$ cat config.mk
export PLATFORM = sky130hd
export DESIGN_NAME = fp_round_pipe_flat
export DESIGN_NICKNAME = d
export VERILOG_FILES = /design/src/rtl/fp_round_pipe_if.sv /design/src/rtl/fp_round_pipe.sv /design/src/flat_wrapper.sv
export SDC_FILE = /design/constraint.sdc
export NUM_CORES = 1
export LEC_CHECK = 0
export CAP_MARGIN = 40
export CORE_MARGIN = 2
export CORE_UTILIZATION = 45
export CTS_CLUSTER_DIAMETER = 30
export DETAILED_ROUTE_END_ITERATION = 16
export GPL_ROUTABILITY_DRIVEN = 0
export PLACE_DENSITY = 0.68
export SLEW_MARGIN = 40
export SYNTH_ARGS = -nofsm -noshare
export SYNTH_HDL_FRONTEND = slang
export SYNTH_SLANG_ARGS = --single-unit
$ cat constraint.sdc
create_clock -name clk_i -period 3.98 [get_ports clk_i]
set_input_delay 0.796 -clock clk_i [delete_from_list [all_inputs] [get_ports clk_i]]
set_output_delay 0.796 -clock clk_i [all_outputs]
set_load 0.005 [all_outputs]
$ cat src/rtl/fp_round_pipe_if.sv
// ---------------------------------------------------------------------------
// fp_round_pipe_if
//  Handshake and data bundle between the unrounded add/sub result producer,
//  the rounding pipeline and the FPU writeback.
//  Signal names carry the direction seen from the rounding pipeline.
//  Signals:
//   in_valid_i   producer -> pipe   urnd_i/rnd_i valid
//   in_ready_o   pipe -> producer   pipeline can accept
//   urnd_i       producer -> pipe   {u_result, guard, sticky, round_en, invalid, exp_cout[1:0]}
//   rnd_i        producer -> pipe   rounding mode (0 RNE, 1 RTZ, 2 RDN, 3 RUP, 4 RMM)
//   out_valid_o  pipe -> writeback  result valid
//   out_ready_i  writeback -> pipe  downstream accepts
//   result_o     pipe -> writeback  rounded result
//   fflags_o     pipe -> writeback  {NV, DZ, OF, UF, NX}
//  Modports: slave = rounding pipeline, master = surrounding logic / bench.
// ---------------------------------------------------------------------------
interface fp_round_pipe_if #(
   parameter int unsigned FP_WIDTH = 32'd32
);
   logic                  in_valid_i;
   logic                  in_ready_o;
   logic [FP_WIDTH+5:0]   urnd_i;
   logic [2:0]            rnd_i;
   logic                  out_valid_o;
   logic                  out_ready_i;
   logic [FP_WIDTH-1:0]   result_o;
   logic [4:0]            fflags_o;

   modport slave (
      input  in_valid_i, urnd_i, rnd_i, out_ready_i,
      output in_ready_o, out_valid_o, result_o, fflags_o
   );

   modport master (
      output in_valid_i, urnd_i, rnd_i, out_ready_i,
      input  in_ready_o, out_valid_o, result_o, fflags_o
   );
endinterface

$ cat src/rtl/fp_round_pipe.sv
// ---------------------------------------------------------------------------
// fp_round_pipe
//  Applies IEEE-754 rounding to an unrounded add/sub result, handles the
//  exponent carry from the mantissa increment, saturates overflow/underflow
//  and builds the exception flags. Valid/ready pipeline, one result per cycle:
//   S1 registers the input together with the round-up decision,
//   S2 registers the incremented {exp, mant},
//   the output stage resolves overflow/underflow/specials into result/fflags.
//  Ports:
//   clk_i    clock
//   rst_ni   asynchronous active-low reset, discards every entry
//   flush_i  synchronous kill of all in-flight entries (input that cycle ignored)
//   bus      fp_round_pipe_if.slave (see interface for members)
//  Parameter FP_FORMAT: 0 FP32, 1 FP64, 2 FP16, 3 BF16.
//  Optional macro FP_RND_SKID_EN: adds a one-entry skid buffer ahead of S1 so
//   that in_ready_o comes straight from a flop.
// ---------------------------------------------------------------------------
module fp_round_pipe #(
   parameter int unsigned FP_FORMAT = 32'd0
) (
   input  logic           clk_i,
   input  logic           rst_ni,
   input  logic           flush_i,
   fp_round_pipe_if.slave bus
);

   function automatic int unsigned exp_bits(input int unsigned fmt);
      case (fmt)
         32'd1:   return 32'd11;
         32'd2:   return 32'd5;
         32'd3:   return 32'd8;
         default: return 32'd8;
      endcase
   endfunction

   function automatic int unsigned man_bits(input int unsigned fmt);
      case (fmt)
         32'd1:   return 32'd52;
         32'd2:   return 32'd10;
         32'd3:   return 32'd7;
         default: return 32'd23;
      endcase
   endfunction

   localparam int unsigned EXP_W  = exp_bits(FP_FORMAT);
   localparam int unsigned MANT_W = man_bits(FP_FORMAT);
   localparam int unsigned EM_W   = EXP_W + MANT_W;
   localparam int unsigned FP_W   = EM_W + 32'd1;

   localparam logic [2:0] RM_RNE = 3'd0;
   localparam logic [2:0] RM_RTZ = 3'd1;
   localparam logic [2:0] RM_RDN = 3'd2;
   localparam logic [2:0] RM_RUP = 3'd3;
   localparam logic [2:0] RM_RMM = 3'd4;

   localparam logic [EM_W-1:0] INF_EM = {{EXP_W{1'b1}}, {MANT_W{1'b0}}};
   localparam logic [EM_W-1:0] MAX_EM = {{(EXP_W-1){1'b1}}, 1'b0, {MANT_W{1'b1}}};

   // ---------------- handshake ----------------
   logic adv_out, adv2, adv1;
   logic out_valid_q, v2_q, v1_q;

   // A stage may load when empty or when its content moves on this edge.
   assign adv_out = ~out_valid_q | bus.out_ready_i;
   assign adv2    = ~v2_q | adv_out;
   assign adv1    = ~v1_q | adv2;

   // ---------------- input source ----------------
   logic              src_valid;
   logic [FP_W+5:0]   src_urnd;
   logic [2:0]        src_rnd;

`ifdef FP_RND_SKID_EN
   logic              skid_v_q;
   logic [FP_W+5:0]   skid_urnd_q;
   logic [2:0]        skid_rnd_q;

   // Ready is simply "skid empty"; a stalled S1 parks the accepted input here.
   assign bus.in_ready_o = ~skid_v_q;
   assign src_valid      = skid_v_q | bus.in_valid_i;
   assign src_urnd       = skid_v_q ? skid_urnd_q : bus.urnd_i;
   assign src_rnd        = skid_v_q ? skid_rnd_q  : bus.rnd_i;

   // Skid buffer: fills when input arrives while S1 cannot load, drains into S1.
   always_ff @(posedge clk_i or negedge rst_ni) begin
      if (!rst_ni) begin
         skid_v_q    <= 1'b0;
         skid_urnd_q <= '0;
         skid_rnd_q  <= 3'd0;
      end else if (flush_i) begin
         skid_v_q    <= 1'b0;
      end else if (skid_v_q) begin
         if (adv1) begin
            skid_v_q <= 1'b0;
         end
      end else if (bus.in_valid_i && !adv1) begin
         skid_v_q    <= 1'b1;
         skid_urnd_q <= bus.urnd_i;
         skid_rnd_q  <= bus.rnd_i;
      end
   end
`else
   assign bus.in_ready_o = adv1;
   assign src_valid      = bus.in_valid_i;
   assign src_urnd       = bus.urnd_i;
   assign src_rnd        = bus.rnd_i;
`endif

   // ---------------- S1 decision ----------------
   logic [FP_W-1:0] src_u;
   logic [1:0]      src_rs;
   logic            src_ren, src_inv;
   logic [1:0]      src_ec;
   logic            g_bit, s_bit, lsb_bit, sign_bit;
   logic            up_raw, dec_up, dec_nx;

   assign {src_u, src_rs, src_ren, src_inv, src_ec} = src_urnd;
   assign g_bit    = src_rs[1];
   assign s_bit    = src_rs[0];
   assign lsb_bit  = src_u[0];
   assign sign_bit = src_u[FP_W-1];

   // Round-up decision per rounding mode from guard/sticky/lsb/sign.
   always_comb begin
      up_raw = 1'b0;
      case (src_rnd)
         RM_RNE:  up_raw = g_bit & (s_bit | lsb_bit);
         RM_RTZ:  up_raw = 1'b0;
         RM_RDN:  up_raw = (g_bit | s_bit) & sign_bit;
         RM_RUP:  up_raw = (g_bit | s_bit) & ~sign_bit;
         RM_RMM:  up_raw = g_bit;
         default: up_raw = 1'b0;
      endcase
   end

   // Invalid results are already canonical NaNs and must pass untouched.
   assign dec_up = up_raw & src_ren & ~src_inv;
   assign dec_nx = (g_bit | s_bit) & src_ren;

   logic            s1_sign_q, s1_up_q, s1_nx_q, s1_ren_q, s1_inv_q;
   logic [EM_W-1:0] s1_em_q;
   logic [1:0]      s1_ec_q;
   logic [2:0]      s1_rm_q;

   // S1 register: input fields plus the round-up decision.
   always_ff @(posedge clk_i or negedge rst_ni) begin
      if (!rst_ni) begin
         v1_q      <= 1'b0;
         s1_sign_q <= 1'b0;
         s1_em_q   <= '0;
         s1_up_q   <= 1'b0;
         s1_nx_q   <= 1'b0;
         s1_ren_q  <= 1'b0;
         s1_inv_q  <= 1'b0;
         s1_ec_q   <= 2'd0;
         s1_rm_q   <= 3'd0;
      end else if (flush_i) begin
         v1_q      <= 1'b0;
      end else if (adv1) begin
         v1_q <= src_valid;
         if (src_valid) begin
            s1_sign_q <= sign_bit;
            s1_em_q   <= src_u[EM_W-1:0];
            s1_up_q   <= dec_up;
            s1_nx_q   <= dec_nx;
            s1_ren_q  <= src_ren;
            s1_inv_q  <= src_inv;
            s1_ec_q   <= src_ec;
            s1_rm_q   <= src_rnd;
         end
      end
   end

   // ---------------- S2 apply ----------------
   // Single add over {exp, mant}: a mantissa carry naturally bumps the exponent.
   logic [EM_W-1:0] em_sum;
   assign em_sum = s1_em_q + {{(EM_W-1){1'b0}}, s1_up_q};

   logic            s2_sign_q, s2_nx_q, s2_ren_q, s2_inv_q;
   logic [EM_W-1:0] s2_em_q;
   logic [1:0]      s2_ec_q;
   logic [2:0]      s2_rm_q;

   // S2 register: incremented magnitude and the flags context.
   always_ff @(posedge clk_i or negedge rst_ni) begin
      if (!rst_ni) begin
         v2_q      <= 1'b0;
         s2_sign_q <= 1'b0;
         s2_em_q   <= '0;
         s2_nx_q   <= 1'b0;
         s2_ren_q  <= 1'b0;
         s2_inv_q  <= 1'b0;
         s2_ec_q   <= 2'd0;
         s2_rm_q   <= 3'd0;
      end else if (flush_i) begin
         v2_q      <= 1'b0;
      end else if (adv2) begin
         v2_q <= v1_q;
         if (v1_q) begin
            s2_sign_q <= s1_sign_q;
            s2_em_q   <= em_sum;
            s2_nx_q   <= s1_nx_q;
            s2_ren_q  <= s1_ren_q;
            s2_inv_q  <= s1_inv_q;
            s2_ec_q   <= s1_ec_q;
            s2_rm_q   <= s1_rm_q;
         end
      end
   end

   // ---------------- output resolve ----------------
   logic            exp_all1;
   logic [EM_W-1:0] ovf_em;
   logic [FP_W-1:0] result_d;
   logic [4:0]      fflags_d;

   assign exp_all1 = &s2_em_q[EM_W-1:MANT_W];

   // Overflow saturation target: infinity unless the mode rounds toward zero
   // for this sign, in which case the largest finite magnitude.
   always_comb begin
      ovf_em = INF_EM;
      case (s2_rm_q)
         RM_RNE:  ovf_em = INF_EM;
         RM_RMM:  ovf_em = INF_EM;
         RM_RTZ:  ovf_em = MAX_EM;
         RM_RDN:  ovf_em = s2_sign_q ? INF_EM : MAX_EM;
         RM_RUP:  ovf_em = s2_sign_q ? MAX_EM : INF_EM;
         default: ovf_em = INF_EM;
      endcase
   end

   // Special cases take priority: invalid, exact pass-through, underflow, overflow.
   always_comb begin
      result_d = {s2_sign_q, s2_em_q};
      fflags_d = 5'b00000;
      if (s2_inv_q) begin
         result_d = {s2_sign_q, s2_em_q};
         fflags_d = 5'b10000;
      end else if (!s2_ren_q) begin
         result_d = {s2_sign_q, s2_em_q};
         fflags_d = 5'b00000;
      end else if (s2_ec_q[1]) begin
         result_d = {s2_sign_q, {EM_W{1'b0}}};
         fflags_d = 5'b00011;
      end else if ((s2_ec_q == 2'b01) || exp_all1) begin
         result_d = {s2_sign_q, ovf_em};
         fflags_d = 5'b00101;
      end else begin
         result_d = {s2_sign_q, s2_em_q};
         fflags_d = {4'b0000, s2_nx_q};
      end
   end

   logic [FP_W-1:0] result_q;
   logic [4:0]      fflags_q;

   // Output register: holds under stall, reloads on the same edge it is consumed.
   always_ff @(posedge clk_i or negedge rst_ni) begin
      if (!rst_ni) begin
         out_valid_q <= 1'b0;
         result_q    <= '0;
         fflags_q    <= 5'b00000;
      end else if (flush_i) begin
         out_valid_q <= 1'b0;
      end else if (adv_out) begin
         out_valid_q <= v2_q;
         if (v2_q) begin
            result_q <= result_d;
            fflags_q <= fflags_d;
         end
      end
   end

   assign bus.out_valid_o = out_valid_q;
   assign bus.result_o    = result_q;
   assign bus.fflags_o    = fflags_q;

endmodule

$ cat src/flat_wrapper.sv
// flat-port wrapper written by rule: the top's interface ports become plain ports
module fp_round_pipe_flat 
#(
   parameter int unsigned FP_FORMAT = 32'd0
)
  (clk_i, rst_ni, flush_i, bus_in_valid_i, bus_urnd_i, bus_rnd_i, bus_out_ready_i, bus_in_ready_o, bus_out_valid_o, bus_result_o, bus_fflags_o);
  fp_round_pipe_if #(.FP_WIDTH(32)) bus_i ();
  input  logic clk_i;
  input  logic rst_ni;
  input  logic flush_i;
  input wire logic [$bits(bus_i.in_valid_i)-1:0] bus_in_valid_i;
  input wire logic [$bits(bus_i.urnd_i)-1:0] bus_urnd_i;
  input wire logic [$bits(bus_i.rnd_i)-1:0] bus_rnd_i;
  input wire logic [$bits(bus_i.out_ready_i)-1:0] bus_out_ready_i;
  output wire logic [$bits(bus_i.in_ready_o)-1:0] bus_in_ready_o;
  output wire logic [$bits(bus_i.out_valid_o)-1:0] bus_out_valid_o;
  output wire logic [$bits(bus_i.result_o)-1:0] bus_result_o;
  output wire logic [$bits(bus_i.fflags_o)-1:0] bus_fflags_o;
  assign bus_i.in_valid_i = bus_in_valid_i;
  assign bus_i.urnd_i = bus_urnd_i;
  assign bus_i.rnd_i = bus_rnd_i;
  assign bus_i.out_ready_i = bus_out_ready_i;
  assign bus_in_ready_o = bus_i.in_ready_o;
  assign bus_out_valid_o = bus_i.out_valid_o;
  assign bus_result_o = bus_i.result_o;
  assign bus_fflags_o = bus_i.fflags_o;
  fp_round_pipe #(.FP_FORMAT(FP_FORMAT)) u_core (.clk_i(clk_i), .rst_ni(rst_ni), .flush_i(flush_i), .bus(bus_i));
endmodule
Word level (Yosys, flattened, before mapping)
Index checks and enable logic that the tools add are counted.
- output and inout port bits: 39
- flip-flop bits (word level): 121
- bitwise logic cells: 17
- $add $sub $neg: 1
- muxes and demuxes: 18
- reduce and logical (&&, ||, !) cells: 9
- equal/unequal tests: 7
- operator list (operator ; number):
    $mux W31 ; 4
    $pmux W31 S3 ; 1
    $mux W24 ; 2
    $add A31 B1 Y31 ; 1
    $mux W5 ; 3
    $eq A3 B2 Y1 const B ; 4
    $reduce_and A3 Y1 ; 3
    $reduce_and A8 Y1 ; 1
    $and A1 B1 Y1 ; 6
    $mux W1 ; 6
    $not A1 Y1 ; 6
    $reduce_bool A2 Y1 ; 3
    $or A1 B1 Y1 ; 5
    $pmux W1 S4 ; 1
    $eq A3 B1 Y1 const B ; 1
    $eq A3 B3 Y1 const B ; 1
    $logic_not A3 Y1 ; 1
    $mux W3 ; 1
    $eq A2 B1 Y1 const B ; 1
    $logic_or A1 B1 Y1 ; 1

Depth between registers and ports, before layout
Gate-level depths: netlist (run 1).
- depth in word-level cells: 6
- gate-level depth with buffers: 8

Worst setup path after synthesis (run 1)
No wires, ideal clock.
- path type: input to register
- from: input flush_i
- to: register u_core.result_q[10] (netlist: u_core.bus.result_o[10])
- stages: 6
- data arrival time: 2.228 ns
- setup slack: 1.666 ns
- library setup time: 0.087 ns
- cell sequence: buf_6 > or3b_4 > or4_4 > buf_6 > buf_6 > o221ai_2
- cells in the longest elaborated chain, start to end: 2
- RTL lines (item ; line ; text):
    start: declaration ; flat_wrapper.sv:10 ; input logic flush_i;
    $not A1 Y1 (no line) ; n/a ;
    $reduce_and A3 Y1 (no line) ; n/a ;
    end signal: assignment ; fp_round_pipe.sv:269 ; result_q <= result_d;
    end: declaration ; fp_round_pipe.sv:255 ; logic [FP_W-1:0] result_q;
No other way between the ends.
A chain may end at the register's enable or synchronous reset.

Worst setup path in the final report (run 1)
- from: input bus_out_ready_i
- to: output bus_in_ready_o
- cells in the longest elaborated chain, start to end: 3
- RTL lines (item ; line ; text):
    start: declaration ; flat_wrapper.sv:14 ; input wire logic [$bits(bus_i.out_ready_i)-1:0] bus_out_ready_i;
    $or A1 B1 Y1 ; fp_round_pipe.sv:64 ; assign adv_out = ~out_valid_q | bus.out_ready_i;
    $or A1 B1 Y1 ; fp_round_pipe.sv:65 ; assign adv2 = ~v2_q | adv_out;
    $or A1 B1 Y1 ; fp_round_pipe.sv:66 ; assign adv1 = ~v1_q | adv2;
    end: declaration ; flat_wrapper.sv:15 ; output wire logic [$bits(bus_i.in_ready_o)-1:0] bus_in_ready_o;
No other way between the ends.

==> reports/qor.csv, run 1 <==
stage,metric,value,unit
timing,fin crit share,74.9,%
logic_synthesis,asr flop ratio synth,100,%
final_layout,layout cells sized above 1,18.0,%
setup_path,Crit Path Max Fanout,5,
logic_synthesis,Avg Inst Size Synth,11.0,um2
final_layout,nets,636,
floorplan,die width,116,um
final_layout,"commonest non-fill, non-tap cells in the layout","120 x dfrtp_1, 84 x nand2_1, 82 x clkdlybuf4s50_1, 41 x mux2_2, 28 x o21ai_0",
clock_network,H-tree levels,4,
logic_synthesis,Post-Syn Area,5610,um2
final_layout,"commonest non-fill, non-tap cell in the layout",dfrtp_1,
placed_design,port buffer count,83,
route,final wirelength,11.8,mm
setup_path,Setup Crit Path Kind,input port to output pin,
floorplan,Initial Util,46.3,%
hold_path,worst hold-check path type,input port to asynchronous set/reset pin,
setup_path,register-to-register setup slack,1620,ps
logic_synthesis,predominant post-synthesis flop cell,dfrtp_1,
clock_network,Clk Tree Root Cell,clkbuf_16,
floorplan,Die ar.,13400,um2
timing,Clock Skews,6.25,ps
logic_synthesis,share of the synthesized area in the top cell type,53.5,%
power,Pleak,2.99,nW
clock_network,maximum clock path buffer count,2,
final_layout,Area Growth Syn to Fin,28.0,%
clock_network,CTS resizes,0,
floorplan,Rows,40,
setup_path,Critical Path End Type,output pin,
logic_synthesis,Gate Count Post-Synth,512,
clock_network,Num CTS Buffers,17,
route,per-cell routed wire length,15.4,um
clock_network,Clock transition at path regs,50,ps
clock_network,CTS Sinks,120,
grt,GR Overflow Total,0,
logic_synthesis,"EDFF count, synth",0,
timing,sum of negative setup slack,0,ps
logic_synthesis,part of the Yosys area used for sequential elements,53.5,%
clock_network,"Clk Latency, worst-skew pair",410,ps
setup_path,CP Launch Type,input port,
grt,initial antenna violation count,0,
timing,Hold WS,351,ps
timing,Slew HR,60.6,%
route,drt initial violations,212,
timing,worst-margin pin slew,591,ps
timing,endpoints failing setup,0,
timing,f_max,0.336,GHz
logic_synthesis,Post-Syn Nets,560,
clock_network,CTS tree,built,
setup_path,Crit path required time,3180,ps
timing,fin crit period,2980,ps
grt,first-pass GRT wire length,19.8,mm
route,via count,4065,
clock_network,Post-CTS Setup Bufs,0,
power,maximum vdd drop,223,uV
floorplan,Die H,116,um
timing,RSZ-0062 raised after global routing,false,
final_layout,diode count,0,
route,DRT antenna net count,0,
logic_synthesis,Yosys cell types,48,
logic_synthesis,Area contributors post-synth,"dfrtp_1 54%, mux2_2 8.2%, nand2_1 5.6%",
grt,number of global-route vias before repair,3895,
grt,largest net degree at the start of global routing,63,
grt,GRT Total Usage,19.1,%
floorplan,# IOs,85,
logic_synthesis,#FFs+latches synth,120,
timing,Final Max Tran Viols,0,
logic_synthesis,Ys Warns,0,
route,vias per inst,5.29,
floorplan,Core Footprint,12100,um2
route,# DRC,0,
placed_design,placed wire-length estimate,8.26,mm
timing,Final Hold Fails,0,
clock_network,Post-CTS Hold Fix Bufs,0,
power,P per Cell Area,569,nW/um2
job,maxcap violations,0,
setup_path,Arrival @ worst endpoint,2180,ps
route,1st-pass router iterations,4,
status,run status,finished clean,
logic_synthesis,Synth area leader,dfrtp_1,
## layout make-up
class	count	area [um2]
flip-flops and latches	120	3000
fillers	1064	4930
repair buffers	89	877
multi-input cells	333	2350
clock inverters	7	138
inverters	27	101
well taps	168	210
clock buffers	25	505
## routing by layer
metal | wire, um | track usage [%] | vias up
met5 | 0 | 0 | -
met3 | 494 | 4.92 | 15
met2 | 5160 | 27.3 | 101
met1 | 5970 | 28.5 | 1944
li1 | - | - | 2005
met4 | 182 | 6.35 | 0
## worst max-delay path: stages
cell and delay, ps:
clkdlybuf4s50_1 520, and3b_1 250, nand2_1 110, clkdlybuf4s50_1 500
## final timing paths
path                                         from                 end  depth (start not counted)
worst max-delay path              bus_out_ready_i      bus_in_ready_o                          4
min in group clk_i              u_core.s2_rm_q[1]   u_core.s2_rm_q[1]                          2
worst min-delay path                       rst_ni   u_core.s1_em_q[5]                          1
worst min register to register  u_core.s2_rm_q[1]   u_core.s2_rm_q[1]                          2
max in group asynchronous                  rst_ni   u_core.s1_em_q[9]                          2
worst max register to register  u_core.s1_em_q[0]  u_core.s2_em_q[28]                          6
## kinds of logic after synthesis
logic type | count (synthesis) | share of synthesized area [%]
simple gates | 175 | 16.3
flops | 120 | 53.5
compound gates | 98 | 14.2
buf+inv | 59 | 4.77
mux | 41 | 8.23
xor+xnor | 16 | 2.50
fa+ha+maj | 2 | 0.446
other cells | 1 | 0.0668
## state kept, by name (all words and copies together), names as in the netlist, 2 cells and up
name	flops
u_core.s1_em_q	31
u_core.bus.fflags_o	4
u_core.s1_ec_q	2
u_core.s2_rm_q	3
u_core.s2_ec_q	2
u_core.s2_em_q	31
u_core.bus.result_o	32
u_core.s1_rm_q	3
## where the power goes
part | internal (mW) | switching (mW) | total, mW
Clock | 1.13 | 0.509 | 1.64
Combinational | 0.445 | 0.326 | 0.772
Sequential | 1.48 | 0.205 | 1.68
## synthesized netlist by cell type (7+ instances only)
cell and instances:
a31oi_1 15, nand2_1 84, clkbuf_1 16, xnor2_1 9, o31ai_1 12, xor2_1 7
inv_1 27, mux2_2 41, nor2_1 21, or4_1 10, nand4_1 12, o221ai_2 20
nand3_1 7, o21ai_0 28, buf_2 10, dfrtp_1 120, and4_1 8
## per-stage QoR
step	power [mW]	cells	instance area, um2	util, %	setup slack (ps)
after global placement	2.44	737	6540	54.0	859
final	4.09	769	7180	59.3	1000
after global routing	4.31	769	7180	59.3	961
after floorplan	2.05	512	5610	-	1670
after detailed placement	2.47	737	6540	54.0	791
after CTS	4.12	769	7180	59.3	993
(Power assumes the default switching activity.)
==> run 2, diff against run 1 <==
==> constraint.sdc (replaced) <==
create_clock -name clk_i -period 3 [get_ports clk_i]
set_input_delay 0.6 -clock clk_i [delete_from_list [all_inputs] [get_ports clk_i]]
set_output_delay 0.6 -clock clk_i [all_outputs]
set_load 0.005 [all_outputs]
==> run 2 against run 1 <==
Clock power up 21%. Critical path depth unchanged. Combinational power up 33%. Clock skew up 8.3 ps. Register-to-register slack worse by 1100 ps. Via count up 1.7%. Power up 28%. Final cell count up 0.52%. Critical path type unchanged. Routed wire length up 3.5%. First-iteration DRC count up 7.1%.
==> reports/qor.csv, run 2 (same netlist as run 1, synthesis figures left out) <==
stage,metric,value,unit,change
final_layout,layout cells sized above 1,19.0,%,+1.0 points
clock_network,Clk Tree Root Cell,clkbuf_16,,
floorplan,Rows,40,,unchanged
final_layout,fin cells,773,,+0.52%
timing,Final Max Tran Viols,0,,unchanged
floorplan,Core Footprint,12100,um2,unchanged
floorplan,Initial Util,46.3,%,unchanged
timing,Clock Skews,14.5,ps,+8.25 ps
placed_design,placed instance count,741,,+0.54%
clock_network,Clock transition at path regs,50,ps,about the same
clock_network,Post-CTS Hold Fix Bufs,0,,unchanged
timing,f_max,0.390,GHz,
setup_path,Critical Path End Type,output pin,,
timing,worst-margin pin slew,638,ps,+47.5 ps
final_layout,"commonest non-fill, non-tap cells in the layout","120 x dfrtp_1, 84 x nand2_1, 82 x clkdlybuf4s50_1, 41 x mux2_2, 28 x o21ai_0",,
placed_design,placed wire-length estimate,8.73,mm,+5.7%
timing,endpoints failing setup,0,,unchanged
setup_path,FF-to-FF path depth,6,,unchanged
timing,fin crit period,2570,ps,
floorplan,# IOs,85,,unchanged
power,Pleak,2.98,nW,-0.43%
final_layout,max reg flops,32,,unchanged
final_layout,"commonest non-fill, non-tap cell in the layout",dfrtp_1,,
clock_network,H-tree levels,4,,unchanged
final_layout,post-layout util,59.1,%,-0.23 points
timing,Final Hold Fails,0,,unchanged
route,# DRC,0,,unchanged
power,P per Cell Area,733,nW/um2,+29%
timing,fin crit share,85.5,%,
route,vias per inst,5.35,,+1.2%
timing,RSZ-0062 raised after global routing,false,,
setup_path,register-to-register setup slack,570,ps,-1050 ps
grt,initial antenna violation count,0,,unchanged
setup_path,CP Launch Type,input port,,
grt,largest net degree at the start of global routing,53,,-16%
route,1st-pass router iterations,6,,+2
grt,GRT Total Usage,19.7,%,+0.57 points
grt,GR Overflow Total,0,,unchanged
setup_path,Setup Crit Path Kind,input port to output pin,,
final_layout,Area Growth Syn to Fin,27.5,%,
route,DRT antenna net count,0,,unchanged
clock_network,CTS tree,built,,
clock_network,maximum clock path buffer count,2,,unchanged
status,run status,finished clean,,
route,drt initial violations,227,,+7.1%
setup_path,R2R Path Start,u_core.s1_em_q[0],,
power,maximum vdd drop,353,uV,+58%
clock_network,Num CTS Buffers,17,,unchanged
setup_path,Crit path required time,2400,ps,-780 ps
hold_path,worst hold-check path type,input port to asynchronous set/reset pin,,
route,final wirelength,12.2,mm,+3.5%
grt,number of global-route vias before repair,4023,,+3.3%
setup_path,Arrival @ worst endpoint,1970,ps,-210 ps
floorplan,Die ar.,13400,um2,unchanged
clock_network,Post-CTS Setup Bufs,0,,unchanged
setup_path,Crit Path Max Fanout,5,,unchanged
job,maxcap violations,0,,unchanged
clock_network,CTS Sinks,120,,unchanged
timing,sum of negative setup slack,0,ps,unchanged
placed_design,port buffer count,83,,unchanged
timing,Slew HR,57.5,%,-3.2 points
setup_path,Critical R2R Capture,u_core.s2_em_q[30],,
grt,first-pass GRT wire length,20.3,mm,+2.3%
floorplan,die width,116,um,unchanged
floorplan,Die H,116,um,unchanged
clock_network,"Clk Latency, worst-skew pair",420,ps,about the same
final_layout,nets,640,,+0.63%
route,via count,4135,,+1.7%
route,per-cell routed wire length,15.8,um,+2.9%
final_layout,diode count,0,,unchanged
clock_network,CTS resizes,0,,unchanged
-- run 2: layout make-up --
| type | count | area [um2] |
|---|---|---|
| timing repair buffer | 93 | 903 |
| multi-input combinational | 333 | 2350 |
| tap | 168 | 210 |
| inverter | 27 | 101 |
| fill | 1062 | 4960 |
| clock inverter | 14 | 150 |
| sequential | 120 | 3000 |
| clock buffer | 18 | 439 |
-- run 2: worst max-delay path by stage --
stage | start | cells past startpoint | end
global placement | bus_out_ready_i | 5 | u_core.bus.result_o[2]
finish | bus_out_ready_i | 4 | bus_in_ready_o
global route | bus_out_ready_i | 4 | bus_in_ready_o
floorplan | flush_i | 6 | u_core.bus.result_o[10]
CTS | bus_out_ready_i | 4 | bus_in_ready_o
detailed placement | bus_out_ready_i | 5 | u_core.bus.result_o[0]
-- run 2: per-stage QoR --
stage	setup slack, ps	hold WS (ps)	cell area (um2)	power (mW)
2_1_floorplan	882	304	5610	2.72
3_3_place_gp	376	451	6570	3.24
3_5_place_dp	334	460	6570	3.29
4_1_cts	423	226	7160	5.29
5_1_grt	373	265	7160	5.52
6_report	434	202	7160	5.24
-- run 2: report_power, final --
group          leakage, nW  total (mW)  switching, mW  internal [mW]
Sequential            1.46        2.23          0.273           1.96
Clock                0.283        1.98          0.735           1.25
Combinational         1.24        1.03          0.440          0.593
Total                 2.98        5.24           1.45           3.80
-- run 2: metal layers --
| layer | global-route usage, % | share of wire (%) | wire length [um] | vias up |
|---|---|---|---|---|
| met4 | 8.57 | 1.8 | 215 | 0 |
| met1 | 28.7 | 49 | 6030 | 2009 |
| met3 | 3.97 | 3.7 | 455 | 19 |
| li1 | - | - | - | 2000 |
| met5 | 0 | 0 | 0 | - |
| met2 | 28.8 | 45 | 5520 | 107 |
-- run 2: critical path, cell delays in order --
cell             delay, ps
clkdlybuf4s50_1        520
and3b_1                250
nand2_1                100
clkdlybuf4s50_1        500
==> run 3, diff against run 2 <==
--- a/config.mk
+++ b/config.mk
@@ -7,11 +7,11 @@
 export LEC_CHECK = 0
 export CAP_MARGIN = 40
 export CORE_MARGIN = 2
-export CORE_UTILIZATION = 45
+export CORE_UTILIZATION = 54
 export CTS_CLUSTER_DIAMETER = 30
 export DETAILED_ROUTE_END_ITERATION = 16
 export GPL_ROUTABILITY_DRIVEN = 0
-export PLACE_DENSITY = 0.68
+export PLACE_DENSITY = 0.8
 export SLEW_MARGIN = 40
 export SYNTH_ARGS = -nofsm -noshare
 export SYNTH_HDL_FRONTEND = slang
==> run 3 against run 2 <==
Non-clock buffer count down 2. Clock skew down 5.2 ps. Worst hold slack worse by 52 ps. Utilization up 11 points. Sequential share of layout area about the same. Worst setup slack worse by 16 ps. Sequential cell count unchanged. Combinational power about the same. Largest power group unchanged. Highest routed layer unchanged.
==> reports/qor.csv, run 3 (same netlist as run 1, synthesis figures left out) <==
stage,metric,value,unit,change
status,run status,finished clean,,
timing,Slew HR,57.0,%,-0.47 points
setup_path,cell mode on critical path,clkdlybuf4s50_1,,
route,final wirelength,12.6,mm,+2.8%
route,vias per inst,5.85,,+9.3%
grt,GRT Total Usage,23.9,%,+4.2 points
final_layout,Fillers,725,,-32%
timing,RSZ-0062 raised after global routing,false,,
power,Logic pwr share,19.3,%,-0.4 points
floorplan,Die H,106,um,-8.4%
clock_network,CTS resizes,0,,unchanged
grt,first-pass GRT wire length,21.2,mm,+4.8%
setup_path,critical path buffer and inverter count,2,,unchanged
placed_design,placed cell areas,6520,um2,-0.65%
setup_path,Crit Path Max Fanout,5,,unchanged
clock_network,CTS Sinks,120,,unchanged
route,DRT antenna net count,0,,unchanged
clock_network,Clk Tree Root Cell,clkbuf_8,,
setup_path,crit path cell chain,"clkdlybuf4s50_1, and3b_1, nand2_1, clkdlybuf4s50_1",,
timing,endpoints failing setup,0,,unchanged
grt,number of global-route vias before repair,4189,,+4.1%
floorplan,Core Footprint,10200,um2,-16%
timing,fin crit period,2580,ps,+15.8 ps
clock_network,Clock transition at path regs,50,ps,about the same
route,per-cell routed wire length,17.0,um,+7.5%
clock_network,H-tree levels,4,,unchanged
power,Pleak,3.00,nW,+0.66%
final_layout,"commonest non-fill, non-tap cells in the layout","120 x dfrtp_1, 84 x nand2_1, 82 x clkdlybuf4s50_1, 41 x mux2_2, 28 x o21ai_0",,
job,maxcap violations,0,,unchanged
hold_path,worst hold-check path type,input port to asynchronous set/reset pin,,
route,# DRC,0,,unchanged
placed_design,placed wire-length estimate,8.29,mm,-5.0%
timing,final worst setup slack,418,ps,-15.8 ps
floorplan,die width,106,um,-8.4%
power,clock power share,39.6,%,+1.8 points
clock_network,Post-CTS Setup Bufs,0,,unchanged
setup_path,Arrival @ worst endpoint,1980,ps,about the same
floorplan,Die ar.,11200,um2,-16%
final_layout,Area Growth Syn to Fin,27.7,%,
floorplan,Rows,37,,-7.5%
power,P per Cell Area,759,nW/um2,+3.5%
timing,f_max,0.387,GHz,-0.61%
clock_network,"Clk Latency, worst-skew pair",510,ps,+90 ps
grt,initial antenna violation count,0,,unchanged
setup_path,"CP delay by family, top",buffers and inverters,,
clock_network,CTS tree,built,,
final_layout,nets,638,,-0.31%
floorplan,# IOs,85,,unchanged
timing,sum of negative setup slack,0,ps,unchanged
setup_path,Crit path required time,2400,ps,about the same
grt,largest net degree at the start of global routing,121,,+130%
timing,Final Hold Fails,0,,unchanged
power,P_int,3.99,mW,+5.1%
setup_path,CP Launch Type,input port,,
grt,GR Overflow Total,0,,unchanged
clock_network,Num CTS Buffers,17,,unchanged
route,1st-pass router iterations,4,,-2
setup_path,Critical Path End Type,output pin,,
final_layout,layout cells sized above 1,18.6,%,-0.43 points
power,maximum vdd drop,322,uV,-8.8%
power,Sequential Power Share,41.1,%,-1.4 points
final_layout,diode count,0,,unchanged
setup_path,CP max stage cell,clkdlybuf4s50_1,,
timing,fin crit share,86.1,%,+0.53 points
setup_path,Setup Crit Path Kind,input port to output pin,,
setup_path,CP peak stage delay,530,ps,about the same
final_layout,"commonest non-fill, non-tap cell in the layout",dfrtp_1,,
route,drt initial violations,271,,+19%
clock_network,maximum clock path buffer count,2,,unchanged
floorplan,Initial Util,55.1,%,+8.8 points
timing,worst-margin pin slew,645,ps,+7.03 ps
route,via count,4322,,+4.5%
final_layout,max reg flops,32,,unchanged
power,switching power,1.44,mW,-0.20%
final_layout,finished layout cell area,7160,um2,+0.10%
timing,Clock Skews,9.29,ps,-5.21 ps
placed_design,port buffer count,83,,unchanged
power,sw frac,26.6,%,-1.0 points
timing,Final Max Tran Viols,0,,unchanged
placed_design,pre-CTS setup slack,345,ps,+11.0 ps
clock_network,Post-CTS Hold Fix Bufs,0,,unchanged
run 3: cell type report:
class / instances / area (um2) / share of cell area [%]
inverter: 27 / 101 / 1.41
tap: 136 / 170 / 2.38
timing repair buffer: 91 / 901 / 12.6
clock buffer: 22 / 473 / 6.60
clock inverter: 10 / 166 / 2.32
sequential: 120 / 3000 / 41.9
multi-input combinational: 333 / 2350 / 32.8
run 3: metal layers:
layer	vias up	part of all wire [%]	wire length (um)	global-route usage, %
li1	1997	-	-	-
met1	2132	45	5590	34.4
met2	171	47	5920	36.9
met3	22	6.7	844	4.90
met4	0	1.6	199	7.24
met5	-	0	0	0
run 3: worst paths after layout:
kind / start / slack (ps) / cells past startpoint / end
max: bus_out_ready_i / 420 / 4 / bus_in_ready_o
min: rst_ni / 150 / 2 / u_core.s1_em_q[10]
max reg2reg: u_core.s1_up_q / 570 / 6 / u_core.s2_em_q[30]
min reg2reg: u_core.s1_inv_q / 480 / 2 / u_core.s2_inv_q
max in group asynchronous: rst_ni / 2340 / 2 / u_core.s2_em_q[24]
min in group clk_i: u_core.s1_inv_q / 480 / 2 / u_core.s2_inv_q
run 3: worst register-to-register path, stage by stage, from the launching register on:
cell and delay, ps:
dfrtp_1 350, ha_1 240, ha_1 270, and4_1 380, nand4_2 320, or4_1 590
a31oi_1 180
run 3: stage by stage:
stage                     std cells  utilization, %  hold slack (ps)  total power [mW]
after floorplan                 512               -              304              2.72
after global placement          707            64.1              449              3.23
after detailed placement        707            64.1              454              3.28
after CTS                       739            70.3              205              5.45
after global routing            739            70.3              236              5.67
final                           739            70.3              150              5.44
run 3: power groups by stage:
stage,Sequential (mW),Combinational (mW),Clock (mW)
after floorplan,2.18,0.535,0
after global placement,2.23,1.00,0
after detailed placement,2.25,1.04,0
after CTS,2.23,1.06,2.17
after global routing,2.28,1.16,2.24
final,2.23,1.05,2.15
